**src/rtl/approx_log_pkg.sv**
```systemverilog
// Shared types and constants for the Mitchell log-domain divider.
// Log values always carry F_DEF fraction bits; a narrower F zero-fills the low bits.
package approx_log_pkg;
  localparam int F_DEF = 7;
  localparam int QW    = 16;

  typedef logic        [F_DEF+2:0] logval_t;
  typedef logic signed [F_DEF+3:0] logdiff_t;
  typedef logic signed [QW-1:0]    q88_t;

  localparam q88_t Q_MAX = 16'h7FFF;
  localparam q88_t Q_MIN = 16'h8000;
endpackage

```
**src/rtl/approx_log_encode.sv**
```systemverilog
// Signed 8-bit operand to Mitchell log2: magnitude, leading-one detect and
// mantissa truncation to F fraction bits (left-aligned in a logval_t).
module approx_log_encode
  import approx_log_pkg::*;
#(
  parameter int F = F_DEF
) (
  input  logic [7:0] i_val,
  output logic       o_zero,
  output logval_t    o_log
);

  localparam logic [6:0] X_MASK = 7'(7'h7F << (F_DEF - F));

  logic [7:0] w_mag;
  logic [2:0] w_k;
  logic [7:0] w_norm;

  // -128 maps to 8'h80, which reads correctly as unsigned 128
  assign w_mag  = i_val[7] ? (8'd0 - i_val) : i_val;
  assign o_zero = (i_val == 8'd0);

  // Leading-one position; the highest set bit wins
  always_comb begin
    w_k = 3'd0;
    for (int i = 0; i < 8; i++) begin
      w_k = w_mag[i] ? 3'(i) : w_k;
    end
  end

  assign w_norm = w_mag << (3'd7 - w_k);
  assign o_log  = {w_k, w_norm[6:0] & X_MASK};

endmodule

```
**src/rtl/approx_log_divider.sv**
```systemverilog
// Three-stage approximate signed divider (Mitchell): Q8.8 = A / B via log subtraction.
// Define APPROX_DIV_ROUND_EN for round-half-up on the antilog right shift.
module approx_log_divider
  import approx_log_pkg::*;
#(
  parameter int F = F_DEF
) (
  input  logic        clk,
  input  logic        rst_n,
  input  logic        in_valid,
  output logic        in_ready,
  input  logic [7:0]  A,
  input  logic [7:0]  B,
  output logic        out_valid,
  input  logic        out_ready,
  output logic [15:0] quotient,
  output logic        div_by_zero
);

  localparam int S_OFF = 8 - F_DEF;

  logic    w_en;
  logic    w_a_zero, w_b_zero;
  logval_t w_log_a, w_log_b;

  logic    r_v1, r_sign1, r_spec1, r_dbz1;
  logic [15:0] r_specq1;
  logval_t r_loga1, r_logb1;
  logic    r_v2, r_sign2, r_spec2, r_dbz2;
  logic [15:0] r_specq2;
  logdiff_t r_d2;
  logic    r_v3, r_dbz3;
  logic [15:0] r_q3;

  logic signed [3:0] w_ki;
  logic signed [4:0] w_s;
  logic [7:0]  w_m;
  logic [3:0]  w_lsh, w_rsh;
  logic [23:0] w_m24, w_mag;
  logic [15:0] w_q;

  assign w_en     = ~r_v3 | out_ready;
  assign in_ready = w_en;

  approx_log_encode #(.F(F)) u_enc_a (.i_val(A), .o_zero(w_a_zero), .o_log(w_log_a));
  approx_log_encode #(.F(F)) u_enc_b (.i_val(B), .o_zero(w_b_zero), .o_log(w_log_b));

  // S1: encode operands and resolve the zero-operand special cases
  always_ff @(posedge clk or negedge rst_n) begin
    if (!rst_n) begin
      r_v1 <= 1'b0; r_sign1 <= 1'b0; r_spec1 <= 1'b0; r_dbz1 <= 1'b0;
      r_specq1 <= 16'd0; r_loga1 <= '0; r_logb1 <= '0;
    end else if (w_en) begin
      r_v1 <= in_valid;
      if (in_valid) begin
        r_sign1  <= A[7] ^ B[7];
        r_loga1  <= w_log_a;
        r_logb1  <= w_log_b;
        r_spec1  <= w_a_zero | w_b_zero;
        r_dbz1   <= ~w_a_zero & w_b_zero;
        r_specq1 <= w_a_zero ? 16'h0000 : (A[7] ? Q_MIN : Q_MAX);
      end
    end
  end

  // S2: log-domain subtraction
  always_ff @(posedge clk or negedge rst_n) begin
    if (!rst_n) begin
      r_v2 <= 1'b0; r_sign2 <= 1'b0; r_spec2 <= 1'b0; r_dbz2 <= 1'b0;
      r_specq2 <= 16'd0; r_d2 <= '0;
    end else if (w_en) begin
      r_v2 <= r_v1;
      if (r_v1) begin
        r_sign2  <= r_sign1;
        r_spec2  <= r_spec1;
        r_dbz2   <= r_dbz1;
        r_specq2 <= r_specq1;
        r_d2     <= logdiff_t'({1'b0, r_loga1}) - logdiff_t'({1'b0, r_logb1});
      end
    end
  end

  // Upper bits of d are floor(d / 2^F_DEF); zero-filled low bits make this F-independent
  assign w_ki  = r_d2[F_DEF+3:F_DEF];
  assign w_m   = {1'b1, r_d2[F_DEF-1:0]};
  assign w_s   = 5'(w_ki) + 5'(S_OFF);
  assign w_m24 = {16'd0, w_m};
  assign w_lsh = w_s[3:0];
  assign w_rsh = 4'(-w_s);

  // S3 comb: antilog shift, optional rounding, saturation and sign
  always_comb begin
    w_mag = 24'd0;
    w_q   = 16'd0;
    if (w_s >= 5'sd0) begin
      w_mag = w_m24 << w_lsh;
    end else begin
`ifdef APPROX_DIV_ROUND_EN
      w_mag = (w_m24 >> w_rsh) + {23'd0, w_m24[w_rsh - 4'd1]};
`else
      w_mag = w_m24 >> w_rsh;
`endif
    end
    if (r_spec2) begin
      w_q = r_specq2;
    end else if (!r_sign2) begin
      w_q = (w_mag > 24'h007FFF) ? Q_MAX : w_mag[15:0];
    end else begin
      w_q = (w_mag > 24'h008000) ? Q_MIN : 16'(24'd0 - w_mag);
    end
  end

  // S3: registered output stage, held while downstream stalls
  always_ff @(posedge clk or negedge rst_n) begin
    if (!rst_n) begin
      r_v3 <= 1'b0; r_q3 <= 16'd0; r_dbz3 <= 1'b0;
    end else if (w_en) begin
      r_v3 <= r_v2;
      if (r_v2) begin
        r_q3   <= w_q;
        r_dbz3 <= r_spec2 & r_dbz2;
      end
    end
  end

  assign out_valid   = r_v3;
  assign quotient    = r_q3;
  assign div_by_zero = r_dbz3;

endmodule
```
**config.mk**
```make
export PLATFORM = sky130hd
export DESIGN_NAME = approx_log_divider
export DESIGN_NICKNAME = d
export VERILOG_FILES = /design/src/rtl/approx_log_pkg.sv /design/src/rtl/approx_log_encode.sv /design/src/rtl/approx_log_divider.sv
export SDC_FILE = /design/constraint.sdc
export NUM_CORES = 1
export LEC_CHECK = 0
export CORE_UTILIZATION = 36
export DETAILED_ROUTE_END_ITERATION = 10
export PLACE_DENSITY = 0.57
export SLEW_MARGIN = 20
export SYNTH_ARGS = -nofsm -noshare
export SYNTH_HDL_FRONTEND = slang
export SYNTH_SLANG_ARGS = --single-unit
```
**constraint.sdc**
```tcl
create_clock -name clk -period 3.5 [get_ports clk]
set_clock_uncertainty 0.15 [all_clocks]
set_input_delay 0.875 -clock clk [delete_from_list [all_inputs] [get_ports clk]]
set_output_delay 0.875 -clock clk [all_outputs]
set_load 0.02 [all_outputs]
```
==> Word level (Yosys, flattened, before mapping) <==
Cells that the tools add are included.
{ "word_totals": {"regBits": 89, "latchBits": 0, "mem_bits_rw": 0, "rom_bits": 0, "inputBits": 20, "elab_cells": 66, "memories": 0} }
{ "op_classes": {"addsub": 8, "mul": 0, "n_div": 0, "n_lt_le_gt_ge": 3, "eq_ne": 0, "shifts": 4, "n_mux": 23, "bitwise": 7, "reduce_logical": 5} }
{ "ops": {"columns": ["op", "n"], "rows": [
  ["$mux 16", 6],
  ["$mux 3", 12],
  ["$gt 24x15->1 const B", 1],
  ["$gt 24x16->1 const B", 1],
  ["$mux 24", 1],
  ["$shl 8x4->24", 1],
  ["$shr 8x4->24", 1],
  ["$logic_not 8->1", 2],
  ["$mux 8", 2],
  ["$shl 8x3->7", 2],
  ["$sub 1x16->16 const A", 1],
  ["$sub 1x8->8 const A", 2],
  ["$sub 10x10->11", 1],
  ["$reduce_and 2->1", 3],
  ["$sub 3x3->3 const A", 2],
  ["$add 4x2->5 const B", 1],
  ["$ge 5x1->1 const B", 1],
  ["$neg 4->4", 1],
  ["$and 1x1->1", 2],
  ["$mux 1", 2],
  ["$not 1->1", 2],
  ["$or 1x1->1", 2],
  ["$xor 1x1->1", 1]
]} }

==> Longest topological paths before layout <==
{ "logic_depth": {"depth_word": 11, "mapped_depth": 19, "ltp_nobuf": 14} }

==> Cells and area by module <==
From an unflattened synthesis, not the netlist that was laid out.
{ "unflattened": {"hier_cells": 674, "area_unflattened_um2": 5738.0} }
{ "by_module_without_submodules": {"columns": ["mod", "n_inst", "cells_per_inst", "area_each_um2", "seq_area_each_um2"], "rows": [
  ["approx_log_divider", 1, 478, 4349.2, 1526.5],
  ["approx_log_encode", 2, 98, 694.4, 0.0]
]} }

==> Worst setup path before layout <==
OpenSTA, ideal clock, no wires.
{ "synth_timing": {"path_type": "register -> register", "startpoint": "register r_d2[7]", "endpoint": "register r_q3[10] (netlist: quotient[10])", "setup_time_ns": 0.123, "t_arrival_ns": 3.343, "setup_slack_ns": -0.115, "path_stages_with_launch": 19, "period_less_slack_ns": 3.615, "path_cell_list": "dfrtp_1 buf_6 inv_1 ha_1 buf_6 buf_4 and2_1 a221oi_1 o21ai_0 o21ai_1 inv_1 ha_1 inv_1 nor3_4 a41o_2 o21bai_2 buf_6 o21ai_1 o221a_2"} }
{ "synth_between": {"elab_chain_len": 8} }
{ "synth_rtl": {"columns": ["item", "line_no", "source"], "rows": [
  ["start: declaration", "approx_log_divider.sv:31", "logdiff_t r_d2;"],
  ["start signal: assignment", "approx_log_divider.sv:78", "r_d2 <= logdiff_t'({1'b0, r_loga1}) - logdiff_t'({1'b0, r_logb1});"],
  ["$add 4x2->5 *", "approx_log_divider.sv:86", "assign w_s = 5'(w_ki) + 5'(S_OFF);"],
  ["$neg 4->4", "approx_log_divider.sv:89", "assign w_rsh = 4'(-w_s);"],
  ["$shr 8x4->24", "approx_log_divider.sv:101", "w_mag = w_m24 >> w_rsh;"],
  ["$mux 24 *", "approx_log_divider.sv:95", "if (w_s >= 5'sd0) begin"],
  ["$gt 24x15->1 (tied with other cells)", "approx_log_divider.sv:107", "w_q = (w_mag > 24'h007FFF) ? Q_MAX : w_mag[15:0];"],
  ["$mux 16, on equally long branches", "approx_log_divider.sv:107, approx_log_divider.sv:109", null],
  ["$mux 16 *", "approx_log_divider.sv:106", "end else if (!r_sign2) begin"],
  ["$mux 16 *", "approx_log_divider.sv:104", "if (r_spec2) begin"],
  ["end signal: assignment", "approx_log_divider.sv:120", "r_q3 <= w_q;"],
  ["end: declaration", "approx_log_divider.sv:33", "logic [15:0] r_q3;"]
]} }
Every way passes the cells marked *; elsewhere a longest branch is shown, timed or not.
A chain may end at the register's enable or synchronous reset.

==> Worst setup path after layout <==
{ "layout_timing": {"startpoint": "register r_d2[8]", "endpoint": "register r_q3[9] (netlist: quotient[9])"} }
The elaborated chain is that of the path after synthesis.

==> summary.md <==
| Metric | Value |
|---|---|
| Arrival time worst endpoint | 3.39 ns |
| Design Power | 6.88 mW |
| Root Driver | clkbuf_16 |
| Max Slew Vio Count | 0 |
| Max clock buf depth | 2 |
| Syn-to-layout area delta | 27.2% |
| Hold_ws | 0.322 ns |
| Routed via count | 4672 |
| Seq/Total Area, Yosys | 0.306 |
| Main synth FF type | dfrtp_1 |
| Drt initial violations | 368 |
| I/O Buffers | 38 |
| Crit Path Category | flop to flop |
| Worst setup SP type | flop |
| FF-to-FF path depth | 12 |
| Library cells used by synthesis | 79 |
| I/O pin count | 39 |
| Clock Latency Late Sink | 0.33 ns |
| Pwr/cell area | 1080 nW/um2 |
| Clock net sink count | 61 |
| Max-cap viol count | 0 |
| Routability congestion estimate | 0.992 |
| Via/cell ratio | 5.47 |
| DP HPWL | 10600 um |
| Unrepaired setup endpoints after global routing | false |
| HP Class | flop to flop |
| First-pass GRT wire length | 23000 um |
| Fin crit share | 0.952 |
| Slew margin rel. | 0.472 |
| Endpoint class of the critical path | flop |
| Final hold violation count | 0 |
| FF-to-FF setup slack | 0.17 ns |
| Post-route DRC | 0 |
| Post-Syn Instances | 575 |
| Critical path required time | 3.56 ns |
| VDD IR max | 0.000381 V |
| Final min period | 3.33 ns |
| Leakage | 2.77 nW |
| Clk pin slew, worst setup/hold paths | 0.06 ns |
| Postcts setup bufs | 0 |
| Hold Path Origin | r_specq1[15]$_DFFE_PN0P_ |
| Gr ovfl total | 0 |
| Status | complete, no violations |
| Die footprint | 14300 um2 |
| Core box area | 13400 um2 |
| Syn_nets | 612 |
| FF-to-FF End | quotient[9]$_DFFE_PN0P_ |
| #FFs+latches synth | 61 |
| Number of synthesized flops with an enable pin | 0 |
| DRT antenna net count | 0 |
| Largest net degree at the start of global routing | 31 |
| Max FO, Critical Path | 12 |
| Total Routed Length | 13500 um |
| Synthesized area | 4990 um2 |
| Reg-to-Reg Start | r_d2[8]$_DFFE_PN0P_ |
| Share of cells above drive strength 1 | 0.226 |
| Initial antenna violation count | 0 |
| CTS tree | built |
| Finish-stage setup viols | 0 |
| Async set-reset flop share out of synthesis | 1.00 |
| Die Wd | 120 um |
| Syn Area/Cell | 8.68 um2 |
| Core Rows | 42 |
| ANT cells | 0 |
| Nets | 710 |
| Die Y | 120 um |
| Highest Clock Rate | 300 MHz |
| Initial core utilization | 0.372 |
| Gr usage total | 0.201 |
| CTS Buf Count | 9 |
| DR WL/cell | 15.8 um |
| Worst slew pin tran | 0.793 ns |
| H-tree depth | 3 |
| Detailed Routing Iterations Pass 1 | 5 |
| Vias in the first global route | 4687 |
| Hold path depth | 2 |
| Hold endpoint | r_specq1[15]$_DFFE_PN0P_ |
| Synth Warn # | 0 |
-- per-layer routing --
layer | wire, um | GRT usage | vias up
li1 | - | - | 2298
met3 | 502 | 0.0223 | 20
met5 | 0 | 0 | -
met2 | 6750 | 0.357 | 121
met4 | 263 | 0.0781 | 0
met1 | 6010 | 0.247 | 2233
-- power by group --
group          switching (mW)  internal [mW]  total (mW)
Clock                   0.332          0.480       0.812
Sequential              0.316          0.966        1.28
Combinational            2.47           2.31        4.78
-- repair_timing --
action	CTS	global route
endpoints found under the setup margin	7	15
resized for setup	1	5
hold buffers	0	0
-- cell usage after synthesis, types with 3 or more instances --
cell type / n / area (um2)
nor3_1: 10 / 50.1
nor2_1: 39 / 146
clkbuf_1: 18 / 67.6
buf_2: 4 / 20.0
o22a_1: 8 / 70.1
o21ai_0: 39 / 195
nand4b_1: 3 / 26.3
o21a_1: 6 / 45.0
a221oi_1: 4 / 35.0
ha_1: 16 / 200
nor2b_1: 6 / 37.5
dfrtp_1: 61 / 1530
o2bb2ai_1: 5 / 43.8
or3_1: 3 / 18.8
nand2b_1: 10 / 62.6
a22o_1: 3 / 26.3
o31ai_1: 12 / 90.1
mux2i_1: 18 / 180
xnor2_1: 22 / 193
inv_1: 36 / 135
nand2_1: 67 / 251
a31oi_1: 8 / 50.1
nand3_1: 8 / 40.0
buf_6: 4 / 45.0
buf_4: 4 / 30.0
o22ai_1: 5 / 31.3
a21oi_1: 24 / 120
a21o_1: 7 / 52.6
o21ai_1: 9 / 45.0
or4_1: 3 / 22.5
and3_1: 4 / 25.0
a211oi_1: 5 / 37.5
mux4_2: 5 / 113
a221oi_2: 5 / 75.1
mux2_2: 13 / 146
xor2_1: 11 / 96.3
o211ai_1: 3 / 22.5
a21boi_0: 5 / 37.5
and2_1: 7 / 43.8
-- cell usage in the layout (no fill, tap or decap), drive strengths merged, types with 8 or more instances in the layout --
cell,synthesis,routed
a21oi,26,26
a221oi,9,9
a31oi,8,8
buf,13,81
clkbuf,18,9
clkdlybuf4s50,0,37
dfrtp,61,61
ha,16,16
inv,37,38
mux2,15,15
mux2i,18,18
nand2,67,67
nand2b,10,10
nand3,8,8
nor2,40,40
nor3,11,11
o21ai,48,48
o22a,8,8
o31ai,12,12
xnor2,22,22
xor2,11,11
-- metrics by stage --
step / cells / setup TNS (ns) / area (um2) / util / setup WS, ns
2_1_floorplan: 575 / 0 / 5000 / - / 0.0109
3_3_place_gp: 838 / -0.0603 / 6040 / 0.451 / -0.0241
3_5_place_dp: 838 / -0.612 / 6040 / 0.451 / -0.110
4_1_cts: 854 / 0 / 6320 / 0.472 / 0.0636
5_1_grt: 854 / 0 / 6350 / 0.474 / 0.0156
6_report: 854 / 0 / 6350 / 0.474 / 0.169
-- critical path: stages, from the launching register on --
cell and delay (ns):
dfrtp_1 0.41, buf_4 0.20, ha_2 0.26, a21o_1 0.21, o31ai_1 0.57, a2bb2o_2 0.32, or3_1 0.16, nor2_2 0.06
a41o_2 0.25, o21bai_2 0.20, buf_12 0.17, a221oi_2 0.04, o22a_1 0.21
-- cell type report --
type | instances | area [um2]
multi-input combinational | 446 | 3200
fill | 1312 | 7050
inverter | 37 | 139
tap | 176 | 220
sequential | 61 | 1530
clock buffer | 9 | 225
clock inverter | 7 | 50.0
timing repair buffer | 118 | 992
-- worst max-delay path by stage --
stage                               endpoint  depth (start not counted)           startpoint  slack [ns]
CTS                 quotient[14]$_DFFE_PN0P_                         11  r_d2[8]$_DFFE_PN0P_        0.06
finish               quotient[9]$_DFFE_PN0P_                         12  r_d2[8]$_DFFE_PN0P_        0.17
detailed placement    r_logb1[6]$_DFFE_PN0P_                         10                 B[2]       -0.11
global placement      r_loga1[5]$_DFFE_PN0P_                         10                 A[2]       -0.02
global route         quotient[9]$_DFFE_PN0P_                         16  r_d2[7]$_DFFE_PN0P_        0.02
floorplan           quotient[10]$_DFFE_PN0P_                         17  r_d2[7]$_DFFE_PN0P_        0.01
-- registers in the layout (all words and copies together) (netlist names), 2 cells and up --
signal    count
r_loga1      10
r_d2         11
r_logb1      10
quotient     16
r_specq1      2
r_specq2      2
-- cell families (layout without fill, tap and decap cells) --
| family | after synthesis | in the layout | synth area share |
|---|---|---|---|
| AO/OA/AOI/OAI | 181 | 181 | 0.264 |
| AND/OR/NAND/NOR | 177 | 177 | 0.173 |
| buffers and inverters | 68 | 171 | 0.0612 |
| flip-flops | 61 | 61 | 0.306 |
| multiplexers | 38 | 38 | 0.0940 |
| XOR/XNOR | 33 | 33 | 0.0579 |
| adder cells (fa/ha/maj) | 17 | 17 | 0.0441 |
Note: power is estimated with default switching activity, not from simulation.
